$ cat config.mk
export PLATFORM = sky130hd
export DESIGN_NAME = tx_frame_arbiter_flat
export DESIGN_NICKNAME = d
export VERILOG_FILES = /design/src/rtl/tx_arb_pkg.sv /design/src/rtl/tx_frame_arbiter_if.sv /design/src/rtl/rr_select.sv /design/src/rtl/tx_frame_arbiter.sv /design/src/flat_wrapper.sv
export SDC_FILE = /design/constraint.sdc
export NUM_CORES = 1
export LEC_CHECK = 0
export ABC_AREA = 1
export BUFFER_PORTS_ARGS = -buffer_cell sky130_fd_sc_hd__buf_4
export CAP_MARGIN = 30
export CORE_ASPECT_RATIO = 1.75
export CORE_UTILIZATION = 36
export DETAILED_ROUTE_END_ITERATION = 12
export HOLD_SLACK_MARGIN = 0.05
export PLACE_DENSITY = 0.64
export SETUP_SLACK_MARGIN = 0.2
export SLEW_MARGIN = 10
export SYNTH_ARGS = -nofsm -noshare
export SYNTH_HDL_FRONTEND = slang
export SYNTH_SLANG_ARGS = --single-unit
$ cat constraint.sdc
create_clock -name clk -period 1.28 [get_ports clk]
set_input_delay 0.384 -clock clk [delete_from_list [all_inputs] [get_ports clk]]
set_output_delay 0.384 -clock clk [all_outputs]
set_load 0.01 [all_outputs]
$ cat src/rtl/tx_arb_pkg.sv
// Shared types and helpers for the TX frame arbiter and its round-robin picker.
package tx_arb_pkg;

    typedef enum logic [1:0] {
        IDLE  = 2'd0,
        XFER  = 2'd1,
        GAP   = 2'd2,
        DRAIN = 2'd3
    } state_t;

    localparam logic [7:0] ABORT_BYTE = 8'h00;

    // Width of a source index; never narrower than one bit.
    function automatic int grant_w(input int n);
        return (n > 1) ? $clog2(n) : 1;
    endfunction

endpackage

$ cat src/rtl/tx_frame_arbiter_if.sv
// Stream bundle between N byte sources, the arbiter and the MAC TX port.
interface tx_frame_arbiter_if #(
    parameter int N_SRC = 2
);
    // Every stream here is AXI-Stream: a beat moves on a cycle where tvalid and tready
    // are both high; tvalid never waits on tready, and tready may depend on tvalid.
    logic [N_SRC-1:0]   s_tvalid;
    logic [N_SRC-1:0]   s_tlast;
    logic [N_SRC*8-1:0] s_tdata;
    logic [N_SRC-1:0]   s_tready;
    logic               m_tvalid;
    logic               m_tlast;
    logic [7:0]         m_tdata;
    logic               m_tready;

    modport master (
        input  s_tvalid, s_tlast, s_tdata, m_tready,
        output s_tready, m_tvalid, m_tlast, m_tdata
    );

    modport slave (
        output s_tvalid, s_tlast, s_tdata, m_tready,
        input  s_tready, m_tvalid, m_tlast, m_tdata
    );
endinterface

$ cat src/rtl/rr_select.sv
// Combinational round-robin picker: first requester after 'last', wrapping modulo N_SRC.
module rr_select
    import tx_arb_pkg::*;
#(
    parameter  int N_SRC = 2,
    localparam int GW    = grant_w(N_SRC)
) (
    input  logic [N_SRC-1:0] req,
    input  logic [GW-1:0]    last,
    output logic [GW-1:0]    idx,
    output logic             valid
);
    logic [GW:0]   w_sum;
    logic [GW-1:0] w_cand;

    // Walk offsets from farthest to nearest so the nearest requester is written last.
    always_comb begin
        idx    = '0;
        valid  = 1'b0;
        w_sum  = '0;
        w_cand = '0;
        for (int k = N_SRC; k >= 1; k--) begin
            w_sum = {1'b0, last} + (GW + 1)'(k);
            if (w_sum >= (GW + 1)'(N_SRC)) begin
                w_sum = w_sum - (GW + 1)'(N_SRC);
            end
            w_cand = w_sum[GW-1:0];
            if (req[w_cand]) begin
                idx   = w_cand;
                valid = 1'b1;
            end
        end
    end
endmodule

$ cat src/rtl/tx_frame_arbiter.sv
// Frame-granular round-robin arbiter sharing one 8-bit AXI-Stream TX port, with a post-frame idle gap.
// Define TXARB_WATCHDOG_EN to abort and drain a frame whose source stalls for STALL_LIMIT cycles.
module tx_frame_arbiter
    import tx_arb_pkg::*;
#(
    parameter  int N_SRC       = 2,
    parameter  int GAP_CYCLES  = 12,
    parameter  int STALL_LIMIT = 1024,
    localparam int GW          = grant_w(N_SRC)
) (
    input  logic               clk,
    input  logic               reset,
    tx_frame_arbiter_if.master bus,
    output logic [GW-1:0]      grant,
    output logic               busy,
    output logic [15:0]        frames_sent,
    output state_t             o_dbg_state
);
    localparam int     GCW        = (GAP_CYCLES > 1) ? $clog2(GAP_CYCLES) : 1;
    localparam state_t POST_FRAME = (GAP_CYCLES > 0) ? GAP : IDLE;

    state_t         r_state;
    state_t         w_state_nx;
    logic [GW-1:0]  r_grant;
    logic [GW-1:0]  r_last_grant;
    logic [GW-1:0]  w_pick_idx;
    logic           w_pick_valid;
    logic           w_sel_valid;
    logic           w_sel_last;
    logic [7:0]     w_sel_data;
    logic           w_frame_done;
    logic           w_gap_load;
    logic [GCW-1:0] r_gap_cnt;
    logic [15:0]    r_frames;

    rr_select #(.N_SRC(N_SRC)) u_rr_select (
        .req   (bus.s_tvalid),
        .last  (r_last_grant),
        .idx   (w_pick_idx),
        .valid (w_pick_valid)
    );

    assign w_sel_valid = bus.s_tvalid[r_grant];
    assign w_sel_last  = bus.s_tlast[r_grant];
    assign w_sel_data  = bus.s_tdata[{r_grant, 3'b000} +: 8];

`ifdef TXARB_WATCHDOG_EN
    localparam int SCW = $clog2(STALL_LIMIT + 1);

    logic [SCW-1:0] r_stall_cnt;
    logic           w_abort;

    // The counter freezes at the limit so the abort beat stays up until the MAC takes it.
    assign w_abort = (r_stall_cnt == SCW'(STALL_LIMIT));

    always_ff @(posedge clk or posedge reset) begin
        if (reset) begin
            r_stall_cnt <= '0;
        end else if (r_state != XFER) begin
            r_stall_cnt <= '0;
        end else if (!w_abort) begin
            r_stall_cnt <= w_sel_valid ? '0 : r_stall_cnt + 1'b1;
        end
    end
`else
    logic w_unused_cfg;
    assign w_unused_cfg = (STALL_LIMIT > 0) ^ (|ABORT_BYTE);
`endif

    always_comb begin
        w_state_nx   = r_state;
        w_frame_done = 1'b0;
        bus.m_tvalid = 1'b0;
        bus.m_tlast  = 1'b0;
        bus.m_tdata  = '0;
        bus.s_tready = '0;
        case (r_state)
            IDLE: begin
                if (w_pick_valid) begin
                    w_state_nx = XFER;
                end
            end
            XFER: begin
`ifdef TXARB_WATCHDOG_EN
                if (w_abort) begin
                    bus.m_tvalid = 1'b1;
                    bus.m_tlast  = 1'b1;
                    bus.m_tdata  = ABORT_BYTE;
                    if (bus.m_tready) begin
                        w_state_nx = DRAIN;
                    end
                end else begin
`else
                begin
`endif
                    bus.m_tvalid          = w_sel_valid;
                    bus.m_tlast           = w_sel_last;
                    bus.m_tdata           = w_sel_data;
                    bus.s_tready[r_grant] = bus.m_tready;
                    if (w_sel_valid && bus.m_tready && w_sel_last) begin
                        w_frame_done = 1'b1;
                        w_state_nx   = POST_FRAME;
                    end
                end
            end
            GAP: begin
                if (r_gap_cnt == '0) begin
                    w_state_nx = IDLE;
                end
            end
`ifdef TXARB_WATCHDOG_EN
            DRAIN: begin
                bus.s_tready[r_grant] = 1'b1;
                if (w_sel_valid && w_sel_last) begin
                    w_state_nx = POST_FRAME;
                end
            end
`endif
            default: w_state_nx = IDLE;
        endcase
    end

    assign w_gap_load = (w_state_nx == GAP) && (r_state != GAP);

    always_ff @(posedge clk or posedge reset) begin
        if (reset) begin
            r_state      <= IDLE;
            r_grant      <= '0;
            r_last_grant <= GW'(N_SRC - 1);
            r_gap_cnt    <= '0;
            r_frames     <= '0;
        end else begin
            r_state <= w_state_nx;
            if (r_state == IDLE && w_pick_valid) begin
                r_grant      <= w_pick_idx;
                r_last_grant <= w_pick_idx;
            end
            if (w_frame_done) begin
                r_frames <= r_frames + 16'd1;
            end
            if (w_gap_load) begin
                r_gap_cnt <= GCW'(GAP_CYCLES - 1);
            end else if (r_state == GAP && r_gap_cnt != '0) begin
                r_gap_cnt <= r_gap_cnt - 1'b1;
            end
        end
    end

    assign grant       = r_grant;
    assign busy        = (r_state != IDLE);
    assign frames_sent = r_frames;
    assign o_dbg_state = r_state;
endmodule

$ cat src/flat_wrapper.sv
// flat-port wrapper written by rule: the top's interface ports become plain ports
module tx_frame_arbiter_flat import tx_arb_pkg::*;
#(
    parameter  int N_SRC       = 2,
    parameter  int GAP_CYCLES  = 12,
    parameter  int STALL_LIMIT = 1024,
    localparam int GW          = grant_w(N_SRC)
)
  (clk, reset, grant, busy, frames_sent, o_dbg_state, bus_s_tvalid, bus_s_tlast, bus_s_tdata, bus_m_tready, bus_s_tready, bus_m_tvalid, bus_m_tlast, bus_m_tdata);
  tx_frame_arbiter_if #(.N_SRC(N_SRC)) bus_i ();
  input  logic clk;
  input  logic reset;
  output logic [GW-1:0] grant;
  output logic busy;
  output logic [15:0] frames_sent;
  output state_t o_dbg_state;
  input wire logic [$bits(bus_i.s_tvalid)-1:0] bus_s_tvalid;
  input wire logic [$bits(bus_i.s_tlast)-1:0] bus_s_tlast;
  input wire logic [$bits(bus_i.s_tdata)-1:0] bus_s_tdata;
  input wire logic [$bits(bus_i.m_tready)-1:0] bus_m_tready;
  output wire logic [$bits(bus_i.s_tready)-1:0] bus_s_tready;
  output wire logic [$bits(bus_i.m_tvalid)-1:0] bus_m_tvalid;
  output wire logic [$bits(bus_i.m_tlast)-1:0] bus_m_tlast;
  output wire logic [$bits(bus_i.m_tdata)-1:0] bus_m_tdata;
  assign bus_i.s_tvalid = bus_s_tvalid;
  assign bus_i.s_tlast = bus_s_tlast;
  assign bus_i.s_tdata = bus_s_tdata;
  assign bus_i.m_tready = bus_m_tready;
  assign bus_s_tready = bus_i.s_tready;
  assign bus_m_tvalid = bus_i.m_tvalid;
  assign bus_m_tlast = bus_i.m_tlast;
  assign bus_m_tdata = bus_i.m_tdata;
  tx_frame_arbiter #(.N_SRC(N_SRC), .GAP_CYCLES(GAP_CYCLES), .STALL_LIMIT(STALL_LIMIT)) u_core (.clk(clk), .reset(reset), .bus(bus_i), .grant(grant), .busy(busy), .frames_sent(frames_sent), .o_dbg_state(o_dbg_state));
endmodule
* Word level (Yosys, flattened, before mapping)
Index checks and enable logic that the tools add are counted.
** Storage, ports and cells
- Word-level logic and storage cells :: 62
- Input port bits :: 23
- Output and inout port bits :: 32
- Bits in registers :: 24
** Cells by class
- $add $sub $neg :: 6
- Bitwise gates (word level) :: 1
- Shift-type cells :: 1
- Order comparisons :: 6
- Mux-type cells :: 28
- Reduce and logical (&&, ||, !) cells :: 11
- Eq/ne operators :: 4
** Operators with widths (number)
- two-way mux 1 bit :: 19
- adder 16 x 1 -> 16 bit (second input constant) :: 1
- indexed part select 16 x 5 -> 8 bit :: 1
- two-way mux 2 bit :: 4
- two-way mux 4 bit :: 2
- two-way mux 8 bit :: 1
- logical AND 1 bit :: 6
- less-than comparator 1 x 2 -> 1 bit (second input constant) :: 3
- one-hot mux 2 bit (3 select lines) :: 1
- == test 2 bit (second input constant) :: 2
- >= comparator 2 bit (second input constant) :: 2
- zero test 4 bit :: 1
- nonzero test 2 bit :: 2
- nonzero test 4 bit :: 1
- subtractor 4 x 1 -> 4 bit (second input constant) :: 1
- adder 1 x 1 -> 2 bit (second input constant) :: 1
- adder 1 x 2 -> 2 bit (second input constant) :: 1
- bitwise AND 2 bit :: 1
- == test 2 x 1 -> 1 bit (second input constant) :: 1
- zero test 2 bit :: 1
- != test 2 bit (second input constant) :: 1
- subtractor 1 bit (second input constant) :: 2
- demux 1 bit (select 1 bit) :: 1
- >= comparator 1 bit (second input constant) :: 1

* Logic depth before layout (Yosys ltp)
- Depth after elaboration :: 12
- Depth in mapped cells :: 10
- Gate-level depth less buffers :: 10

* Cells and area by module
Synthesis repeated with hierarchy kept, for this count alone.
** Second synthesis, totals
- Cells, all modules :: 230
- Area, all modules :: 1557.7 um^2
** Modules (own cells, without submodules)
- tx_frame_arbiter :: cells an instance 227, instances 1, area each 1542.7 um^2
- rr_select :: cells an instance 3, instances 1, area each 15.0 um^2

* Least setup slack after synthesis
Ideal clock, no wire load.
- Path kind :: register -> output
- From :: reg u_core.r_state[0], in the netlist u_core.o_dbg_state[0]
- To :: out bus_m_tdata[0]
- Arrival :: 1.163 ns
- Required time :: 0.896 ns
- Setup slack :: -0.267 ns
- Stages on the path, launching flop included :: 6
- Path through :: dfrtp_1 > inv_1 > nor2_1 > inv_1 > clkbuf_1 > a21oi_1
** On the way
- Cells in the longest elaborated chain, start to end :: 2
** Ends and longest elaborated chain
- start, declared :: line tx_frame_arbiter.sv:22 : state_t r_state;
- start signal, assigned :: line tx_frame_arbiter.sv:133 : r_state <= w_state_nx;
- == test 2 x 1 -> 1 bit :: line tx_frame_arbiter.sv:77 : case (r_state)
- two-way mux 8 bit :: line tx_frame_arbiter.sv:77
- end, declared :: line flat_wrapper.sv:24 : output wire logic [$bits(bus_i.m_tdata)-1:0] bus_m_tdata;
No other way between the ends.

* Worst setup path in the final report
- From :: reg u_core.r_grant, in the netlist u_core.grant
- To :: out bus_m_tdata[6]
** On the way
- Cells in the longest elaborated chain, start to end :: 2
** Ends and longest elaborated chain
- start, declared :: line tx_frame_arbiter.sv:24 : logic [GW-1:0] r_grant;
- start signal, assigned :: line tx_frame_arbiter.sv:135 : r_grant <= w_pick_idx;
- indexed part select 16 x 5 -> 8 bit :: line tx_frame_arbiter.sv:45 : assign w_sel_data = bus.s_tdata[{r_grant, 3'b000} +: 8];
- two-way mux 8 bit :: line tx_frame_arbiter.sv:77
No other way between the ends.

==> flow_summary.toml <==
[status]
status = "finished with violations"
violations = "negative setup slack"

[synthesis]
ys_async_sr_fraction = 1.000
ys_seq_elements = 24
ys_types = 20
ys.flop_type = "dfrtp_1"
yosysSeqAreaShare = 0.4002
synth.top_cell.area_share = 0.3827
synthAdderAreaFrac = 0.01664
synth_common_cells = "nand2_1 (106), dfrtp_1 (23), inv_1 (22)"
synthSimpleGateAreaFrac = 0.3860
synth_xor_area_frac = 0.04659
syn_area_um2 = 1504
synthesis.nets = 254
yosysWarnings = 0
synthCells = 229
synth_edf_count = 0
synth_top_area_cell = "dfrtp_1"
synth_top_family_by_area = "simple AND/OR/NAND/NOR gates"
synth_area_leaders = "dfrtp_1 (38%), nand2_1 (26%), inv_1 (5.5%)"
synth-compound-area-share = 0.07321
syn-mean-instance-area_um2 = 6.567
yosysMostFrequentCell = "nand2_1"
synthMuxAreaShare = 0

[detailed_routing]
drt_iter0_drc = 46
wl_per_cell_um = 12.81
vias = 1943
ant_nets = 0
drc = 0
routed_wirelength_um = 5122
drt-pass1-iter-count = 4
viasPerCell = 4.858

[sta]
setup_viol = 47
finalCritPeriodShare = 1.298
rsz0062_at_grt = "yes"
tightestPinTransition_ns = 0.3199
final_hold_viol_count = 0
max_slew_margin = 0.7868
max_freq_ghz = 0.6020
finalClockSkew_ns = 0.01397
hold_slack_ns = 0.1455
drv_slew = 0
period_needed_ns = 1.661
setup_slack_ns = -0.3811

[hold_path]
min_path_type = "in -> async"

[pwr]
p_per_area_nw_per_um2 = 1945
p_leak_nw = 1.517
ir_drop_v = 0.001364
power_mw = 5.939

[finish]
n_antenna_cell = 0
final_cell_area_um2 = 3053
nFillCells = 282
drive_above_1_share = 0.5398
regArea_um2 = 606.8
nets = 378
syn_to_final_growth_pct = 103.0
multiInputGateArea_um2 = 1079

[clock_tree]
clockRootBuffer = "clkbuf_8"
htree_levels = 1
cts_hold_buffers = 0
numCtsBuffers = 3
clock_latency_ns = 0.28
cts_tree = "done"
clk_pin_slew_ns = 0.10
numClockSinks = 24
clock_path_buffers = 2

[grt]
grt_first_pass_wirelength_um = 7852
antenna_found_initial = 0
grt_max_degree = 25
grt.total_usage = 0.2351
overflow = 0
grt_pass1_vias = 1836

[worst_setup_path]
crit_fanout = 6
cp-startpoint = "u_core.grant"
max_stage_delay_ns = 0.46
rr_startpoint = "u_core.grant"
timing.rr.end = "u_core.frames_sent[13]"
required_ns = 0.90
cp_slowest_cell = "dfrtp_2"
cp-end-kind = "output port"
critPathLaunchType = "flop"
cp_data_arrival_time_ns = 1.28
crit_path_cell_trace = "inv_4 -> buf_12 -> nand2_2 -> a21oi_4 -> buf_6"
rr_worst_depth = 9
crit_type = "reg -> out"
reg2reg_slack_ns = -0.16

[placed_design]
dpl.hpwl_um = 3360
pre_cts_slack_ns = -0.1209
placed_area_um2 = 2406
portBuffers = 54
place_congestion = 0.7823

[floorplanning]
initial_core_util = 0.3816
core_area_um2 = 3941
io_pins = 55
die_w_um = 50.86
die_y_um = 87.51
fp-row-count = 30
fp.dieArea_um2 = 4451

[flow_run]
cap_violations = 0
==> stage by stage <==
step           setup TNS [ns]  utilization  cells
2_1_floorplan          -1.874            -    229
6_report               -7.190       0.7746    400
3_5_place_dp           -2.345       0.6105    364
3_3_place_gp           -1.517       0.6105    364
4_1_cts                -6.247       0.7337    393
5_1_grt                -10.37       0.7746    400
==> layout make-up <==
cell class                      instances  area share
Timing Repair Buffer                  119      0.3611
Multi-Input combinational cell        178      0.3533
Sequential cell                        24      0.1988
Inverter                               24     0.03443
Tap cell                               48     0.01967
Clock buffer                            3     0.01352
Clock inverter                          1    0.009836
Timing Repair inverter                  3    0.009426
==> flip-flops by register name, summed over array words and instances, names as in the netlist <==
signal               count
u_core.r_last_grant      1
u_core.frames_sent      16
u_core.r_gap_cnt         4
u_core.o_dbg_state       2
u_core.grant             1
==> what timing repair did <==
action,in CTS,in global routing
endpoints found under the hold margin,0,0
setup buffers,21,6
pin swaps,6,12
gates cloned,4,1
setup endpoints to repair,56,56
resized for setup,69,41
==> power by group <==
group	switching, mW	leakage (nW)	internal [mW]
combinational	1.83	1.18	2.19
sequential	0.232	0.299	0.988
clock	0.275	0.0357	0.419
==> worst max path at each step <==
stage / end / slack [ns] / cells after the start
detailed placement: u_core.frames_sent[2] / -0.12 / 9
finish: bus_m_tdata[6] / -0.38 / 5
floorplan: bus_m_tdata[0] / -0.09 / 5
global placement: u_core.frames_sent[2] / -0.07 / 9
CTS: bus_m_tdata[6] / -0.38 / 5
global route: bus_m_tdata[6] / -0.44 / 5
==> cells in the final DEF (no fill, tap or decap) <==
| cell type | Yosys | routed |
|---|---|---|
| a21oi_4 | 0 | 9 |
| dfstp_2 | 1 | 1 |
| xnor2_1 | 5 | 5 |
| o21ai_1 | 0 | 9 |
| inv_8 | 0 | 3 |
| inv_1 | 22 | 17 |
| o21ai_4 | 0 | 1 |
| nor2_2 | 1 | 1 |
| buf_6 | 1 | 49 |
| clkbuf_8 | 0 | 3 |
| buf_4 | 0 | 68 |
| o21ai_2 | 0 | 2 |
| nand4_1 | 5 | 5 |
| nand2_1 | 106 | 79 |
| nor3_1 | 2 | 1 |
| buf_12 | 0 | 2 |
| nor3_2 | 0 | 1 |
| nor2_4 | 0 | 5 |
| nand2_2 | 0 | 24 |
| nand3_2 | 0 | 3 |
| inv_4 | 1 | 4 |
| nor2_1 | 21 | 16 |
| dfrtp_2 | 0 | 4 |
| nand2_8 | 0 | 1 |
| ha_4 | 0 | 1 |
| bufinv_16 | 0 | 1 |
| inv_2 | 1 | 3 |
| ha_1 | 2 | 1 |
| xor2_1 | 3 | 3 |
| nand3_1 | 9 | 6 |
| o21ai_0 | 13 | 1 |
| nand2_4 | 1 | 4 |
| dfrtp_1 | 23 | 19 |
==> critical path: cells and delay by family (launching register included) <==
kind	cells	cell delay [ns]
simple gates	1	0.06
compound gates	1	0.14
flops	1	0.46
buf+inv	3	0.34
==> logic make-up (layout without fill, tap and decap cells) <==
logic type	count (synthesis)	in the layout
AOI/OAI and AO/OA	22	22
xor gates and xnor gates	8	8
adders and majority gates	2	2
buffers and inverters	28	150
DFF	24	24
and+or+nand+nor	145	146
==> routing by layer <==
layer	wire length [um]	global-route usage	up-vias
li1	-	-	959
met3	207	0.02618	10
met2	2906	0.4642	60
met4	142	0.1086	0
met5	0	0	-
met1	1866	0.2358	914
Note: power is estimated with default switching activity, not from simulation.
